### src/rtl/core_boot_ctrl.sv
// Boot and observation controller: streams a program into instruction memory while
// holding the core in reset, then releases it and records every data store it issues.
module core_boot_ctrl #(
  parameter int              XLEN        = 32,
  parameter int              IMEM_AW     = 10,
  parameter int              TRACE_DEPTH = 8,
  parameter logic [XLEN-1:0] BOOT_ADDR   = '0
) (
  input  logic               clk,
  input  logic               rstn,
  // Load stream. A word transfers on a rising edge where ld_valid && ld_ready.
  // ld_ready may be sampled combinationally. ld_valid may be held while waiting.
  // Trace stream: the same rule applies to tr_valid && tr_ready.
  input  logic               ld_start,
  input  logic               ld_valid,
  output logic               ld_ready,
  input  logic [XLEN-1:0]    ld_data,
  input  logic               ld_last,
  output logic [XLEN-1:0]    imem_din,
  output logic [XLEN-1:0]    imem_addr,
  output logic               imem_web,
  output logic               core_rstn,
  output logic [IMEM_AW:0]   load_count,
  output logic               ld_trunc,
  input  logic               mem_wrM,
  input  logic [XLEN-1:0]    ALU_resultM,
  input  logic [XLEN-1:0]    wr_dataM,
  output logic               tr_valid,
  input  logic               tr_ready,
  output logic [XLEN-1:0]    tr_addr,
  output logic [XLEN-1:0]    tr_data,
  output logic               tr_overflow,
  output logic [1:0]         fsm_state
);

  localparam int              PW       = $clog2(TRACE_DEPTH);
  localparam logic [IMEM_AW:0] CAP      = {1'b1, {IMEM_AW{1'b0}}};
  localparam logic [IMEM_AW:0] LAST_IDX = CAP - 1'b1;
  localparam logic [PW:0]     DEPTH_C  = (PW+1)'(TRACE_DEPTH);

  typedef enum logic [1:0] {IDLE = 2'd0, LOAD = 2'd1, RUN = 2'd2} state_t;

  state_t state, state_nxt;
  logic   ld_fire, trunc_set;

  assign fsm_state = state;
  assign ld_ready  = (state == LOAD) && !ld_start && (load_count < CAP);
  assign ld_fire   = ld_valid && ld_ready;
  assign trunc_set = ld_fire && !ld_last && (load_count == LAST_IDX);

  always_comb begin
    state_nxt = state;
    if (ld_start)
      state_nxt = LOAD;
    else if (ld_fire && (ld_last || load_count == LAST_IDX))
      state_nxt = RUN;
  end

  // core_rstn is a registered copy of "in RUN", so it rises on the second RUN cycle.
  always_ff @(posedge clk) begin
    if (!rstn) begin
      state      <= IDLE;
      load_count <= '0;
      ld_trunc   <= 1'b0;
      imem_web   <= 1'b1;
      imem_din   <= '0;
      imem_addr  <= '0;
      core_rstn  <= 1'b0;
    end else begin
      state     <= state_nxt;
      imem_web  <= 1'b1;
      core_rstn <= (state == RUN) && !ld_start;
      if (ld_start) begin
        load_count <= '0;
        ld_trunc   <= 1'b0;
      end else if (ld_fire) begin
        imem_web   <= 1'b0;
        imem_din   <= ld_data;
        imem_addr  <= BOOT_ADDR + XLEN'({load_count, 2'b00});
        load_count <= load_count + 1'b1;
        if (trunc_set)
          ld_trunc <= 1'b1;
      end
    end
  end

  // Store-trace FIFO
  logic [XLEN-1:0] fifo_addr [TRACE_DEPTH];
  logic [XLEN-1:0] fifo_data [TRACE_DEPTH];
  logic [PW-1:0]   wr_ptr, rd_ptr;
  logic [PW:0]     count;
  logic            full, push_req, push, pop;

  assign full     = (count == DEPTH_C);
  assign tr_valid = (count != '0);
  assign push_req = (state == RUN) && core_rstn && mem_wrM && !ld_start;
  assign pop      = tr_valid && tr_ready && !ld_start;
  // A full FIFO still accepts a store when the head leaves in the same cycle.
  assign push     = push_req && (!full || pop);
  assign tr_addr  = tr_valid ? fifo_addr[rd_ptr] : '0;
  assign tr_data  = tr_valid ? fifo_data[rd_ptr] : '0;

  always_ff @(posedge clk) begin
    if (!rstn || ld_start) begin
      wr_ptr      <= '0;
      rd_ptr      <= '0;
      count       <= '0;
      tr_overflow <= 1'b0;
    end else begin
      if (push)
        wr_ptr <= wr_ptr + 1'b1;
      if (pop)
        rd_ptr <= rd_ptr + 1'b1;
      if (push && !pop)
        count <= count + 1'b1;
      else if (pop && !push)
        count <= count - 1'b1;
      if (push_req && full && !pop)
        tr_overflow <= 1'b1;
    end
  end

  always_ff @(posedge clk) begin
    if (rstn && push) begin
      fifo_addr[wr_ptr] <= ALU_resultM;
      fifo_data[wr_ptr] <= wr_dataM;
    end
  end

endmodule
### config.mk
export PLATFORM = sky130hd
export DESIGN_NAME = core_boot_ctrl
export DESIGN_NICKNAME = d
export VERILOG_FILES = /design/src/rtl/core_boot_ctrl.sv
export SDC_FILE = /design/constraint.sdc
export NUM_CORES = 1
export LEC_CHECK = 0
export CAP_MARGIN = 20
export CORE_MARGIN = 3
export CORE_UTILIZATION = 25
export CTS_CLUSTER_DIAMETER = 30
export DETAILED_ROUTE_END_ITERATION = 8
export GPL_TIMING_DRIVEN = 0
export PLACE_DENSITY_LB_ADDON = 0.25
export SETUP_SLACK_MARGIN = 0.2
export SLEW_MARGIN = 15
export SYNTH_ARGS = -nofsm -noshare
export SYNTH_HDL_FRONTEND = slang
export SYNTH_SLANG_ARGS = --single-unit
export TNS_END_PERCENT = 50
### constraint.sdc
create_clock -name clk -period 23.4 [get_ports clk]
set_clock_uncertainty 0.15 [all_clocks]
set_input_delay 4.68 -clock clk [delete_from_list [all_inputs] [get_ports clk]]
set_output_delay 4.68 -clock clk [all_outputs]
set_load 0.1 [all_outputs]
==> summary.txt <==
Outcome
  – Run status: complete, no violations

Worst setup path
  – Start of the worst register-to-register path: fsm_state[1]$_SDFFE_PP0P_
  – Timing startpoint of the critical path: ld_start
  – Highest fanout seen on the critical path: 9
  – Startpoint type of the worst setup path: primary input
  – Worst Setup Path Type: in2out
  – Critical Path AT: 6.70 ns
  – CP required: 18.57 ns
  – Type of element capturing the critical path: output pin

Timing
  – Final Setup Violations: 0
  – Final worst path period share: 0.493
  – Clock period minus final worst setup slack: 11.53 ns
  – Worst path setup slack after routing: 11.87 ns
  – Worst max-slew margin expressed relative to the limit: 0.248
  – Transition time at the pin with the least slew margin: 1.12 ns
  – Final count of hold timing violations: 0
  – Unrepaired setup endpoints after global routing: false
  – Final number of max-transition violations: 0
  – Setup TNS Final: 0 ns
  – Maximum frequency from static timing analysis: 86.7 MHz

Detailed routing
  – Number of nets with antenna violations after routing: 0
  – Drt first pass iters: 5
  – Post-DR vias/cell: 4.27
  – Detailed-route via count: 12400
  – Remaining DRCs: 0
  – Iter 0 DRT Violations: 748
  – Routed wire per std cell: 20.6 um
  – Detailed Route WL: 59.5 mm

Global route
  – Overflow left after global routing: 0
  – First-pass GRT wire length: 88.1 mm
  – GRT Resource Usage Total: 0.128
  – Number of antenna violations at the first check in global routing: 6
  – Maximum number of pins on one net before global-route repair: 20
  – Number of global-route vias before repair: 13500

Layout
  – Layout cells sized above 1: 0.261
  – P&R area growth vs syn: 40.0%
  – Net count, final: 1726

Place
  – Routability congestion estimate from global placement: 0.725
  – Half-perimeter wire length after placement: 39.6 mm
  – Count of input and output buffers: 226
  – Worst setup slack after placement: 11.89 ns

Logic synthesis
  – Xor and xnor area share after synthesis: 0.00351
  – Number of flops mapped to enable cells by yosys: 512
  – Largest family of logic cells by synthesized area: multiplexers
  – Share of synthesized area occupied by flip-flops and latches: 0.749
  – Mux share of post-synthesis cell area: 0.158
  – Post-synthesis instance area: 22500 sq um
  – Register bit count reported by yosys: 585
  – Count of synthesis-stage warnings from yosys: 0
  – Top cells by area, synth: sky130_fd_sc_hd__edfxtp_1 (68%), sky130_fd_sc_hd__mux4_2 (13%), sky130_fd_sc_hd__dfxtp_1 (6.5%)
  – Ranking of synthesized cells by instance count: sky130_fd_sc_hd__edfxtp_1 (512), sky130_fd_sc_hd__mux4_2 (128), sky130_fd_sc_hd__nand2_1 (98)
  – Synth Area in Compound Gates: 0.0207
  – Arithmetic-cell share of the synthesized area counting full adders, half adders and majority gates: 0.00423
  – Mean post-synth cell area: 19.1 sq um
  – Synth unique cells: 46
  – Share of Yosys cell area claimed by the top area cell type: 0.684
  – Cell type with the highest aggregate area in the netlist: sky130_fd_sc_hd__edfxtp_1
  – Most numerous cell in the Yosys netlist: sky130_fd_sc_hd__edfxtp_1
  – Post-synthesis async set-or-reset flop share: 0
  – Post-synthesis simple-gate area fraction: 0.0441
  – Post-Syn Instances: 1177
  – Predominant post-synthesis flop cell: sky130_fd_sc_hd__edfxtp_1

Clocking
  – Clk_lat worst skew: 0.69 ns
  – Post-CTS resize count: 0
  – Root Buffer Master: sky130_fd_sc_hd__clkbuf_16
  – CTS hold repair buffers: 0
  – Clock Tree Buf Depth: 3
  – Clock transition at path regs: 0.04 ns
  – TritonCTS clock tree: built
  – Number of buffers added for setup after CTS: 0
  – Number of H-tree levels: 4
  – Number of clock sinks seen by CTS: 585
  – TritonCTS Buffers: 134

Power
  – Max VDD drop: 0.0548 mV
  – Pwr/cell area: 95.1 nW/um^2
  – Total Power Consumption: 0.00300 W
  – Leakage: 10.1 nW

Die
  – Horizontal die dimension: 306 um
  – Starting utilization of the core area: 0.253
  – Core Box Area: 88800 sq um
  – Top-level port count: 250
  – Die Footprint: 93600 sq um
  – Die Ht: 306 um
  – Number of standard-cell rows in the floorplan: 109

Min path
  – Min-Delay Startpoint: imem_din[26]$_SDFFE_PN0P_
  – Type of the most critical hold path: reg2reg

Run
  – MaxCap Viol Count: 0
-- worst paths after layout --
kind	to	slack (ns)	cells after the start
max	ld_ready	11.87	3
min	imem_din[26]$_SDFFE_PN0P_	0.30	2
max reg2reg	fifo_data[5][11]$_DFFE_PP_	19.62	8
min reg2reg	imem_din[26]$_SDFFE_PN0P_	0.30	2
-- power breakdown --
part	switching, W	internal [W]	leakage, nW
Clock	0.000599	0.00119	2.15
Sequential	0.00000108	0.00114	5.19
Combinational	0.0000479	0.0000237	2.77
-- state kept, by name (all words and copies together), names as in the netlist, named ones only --
name,cells
count,4
tr_overflow,1
ld_trunc,1
fifo_data,256
imem_din,32
imem_addr,11
core_rstn,1
fifo_addr,256
rd_ptr,3
fsm_state,2
load_count,11
wr_ptr,3
imem_web,1
-- final cells by class --
cell class | count | area [sq um]
Sequential cell | 585 | 16800
Inverter | 5 | 18.8
Clock inverter | 88 | 947
Antenna cell | 2 | 5.00
Fill cell | 8367 | 57300
Buffer | 83 | 454
Tap cell | 1165 | 1460
Timing Repair Buffer | 283 | 2970
Clock buffer | 158 | 3490
Multi-Input combinational cell | 524 | 5300
-- layer usage --
metal	global-route usage	vias up	wire, um
met3	0.0351	122	2940
met2	0.216	334	29700
met5	0	-	51
li1	-	5553	-
met4	0.0542	8	1700
met1	0.155	6335	25100
-- worst max-delay path, cell delays in order --
cell and delay [ns]:
sky130_fd_sc_hd__buf_6 0.12, sky130_fd_sc_hd__nor4b_4 0.62, sky130_fd_sc_hd__clkdlybuf4s50_1 1.28
-- through the flow --
step	util	std cells	instance area (sq um)	hold WS, ns
after floorplan	-	1197	22600	0.322
after global placement	0.296	2588	26300	0.290
after detailed placement	0.305	2645	27000	0.295
after CTS	0.355	2891	31500	0.300
after global routing	0.355	2893	31500	0.313
final	0.355	2893	31500	0.301
-- placed cells by master, fill, tap and decap left out, drive strengths merged, types with 9 or more instances in the layout --
cell type      netlist  routed
nor2                88      88
buf                 51     108
clkdlybuf4s50        0     226
nand2               99      99
edfxtp             512     512
dfxtp               73      73
clkinvlp             0       9
clkbuf              32     190
mux4               128     128
a21boi              42      42
conb                 1      21
mux2i               66      66
inv                  5      14
bufinv               0      10
clkinv               0      60
-- cell families after synthesis --
group / count (synthesis)
DFF: 585
and+or+nand+nor: 228
muxes: 194
buffers and inverters: 88
AOI/OAI and AO/OA: 65
xor gates and xnor gates: 9
adders and majority gates: 7
other: 1
Note: power is estimated with default switching activity, not from simulation.
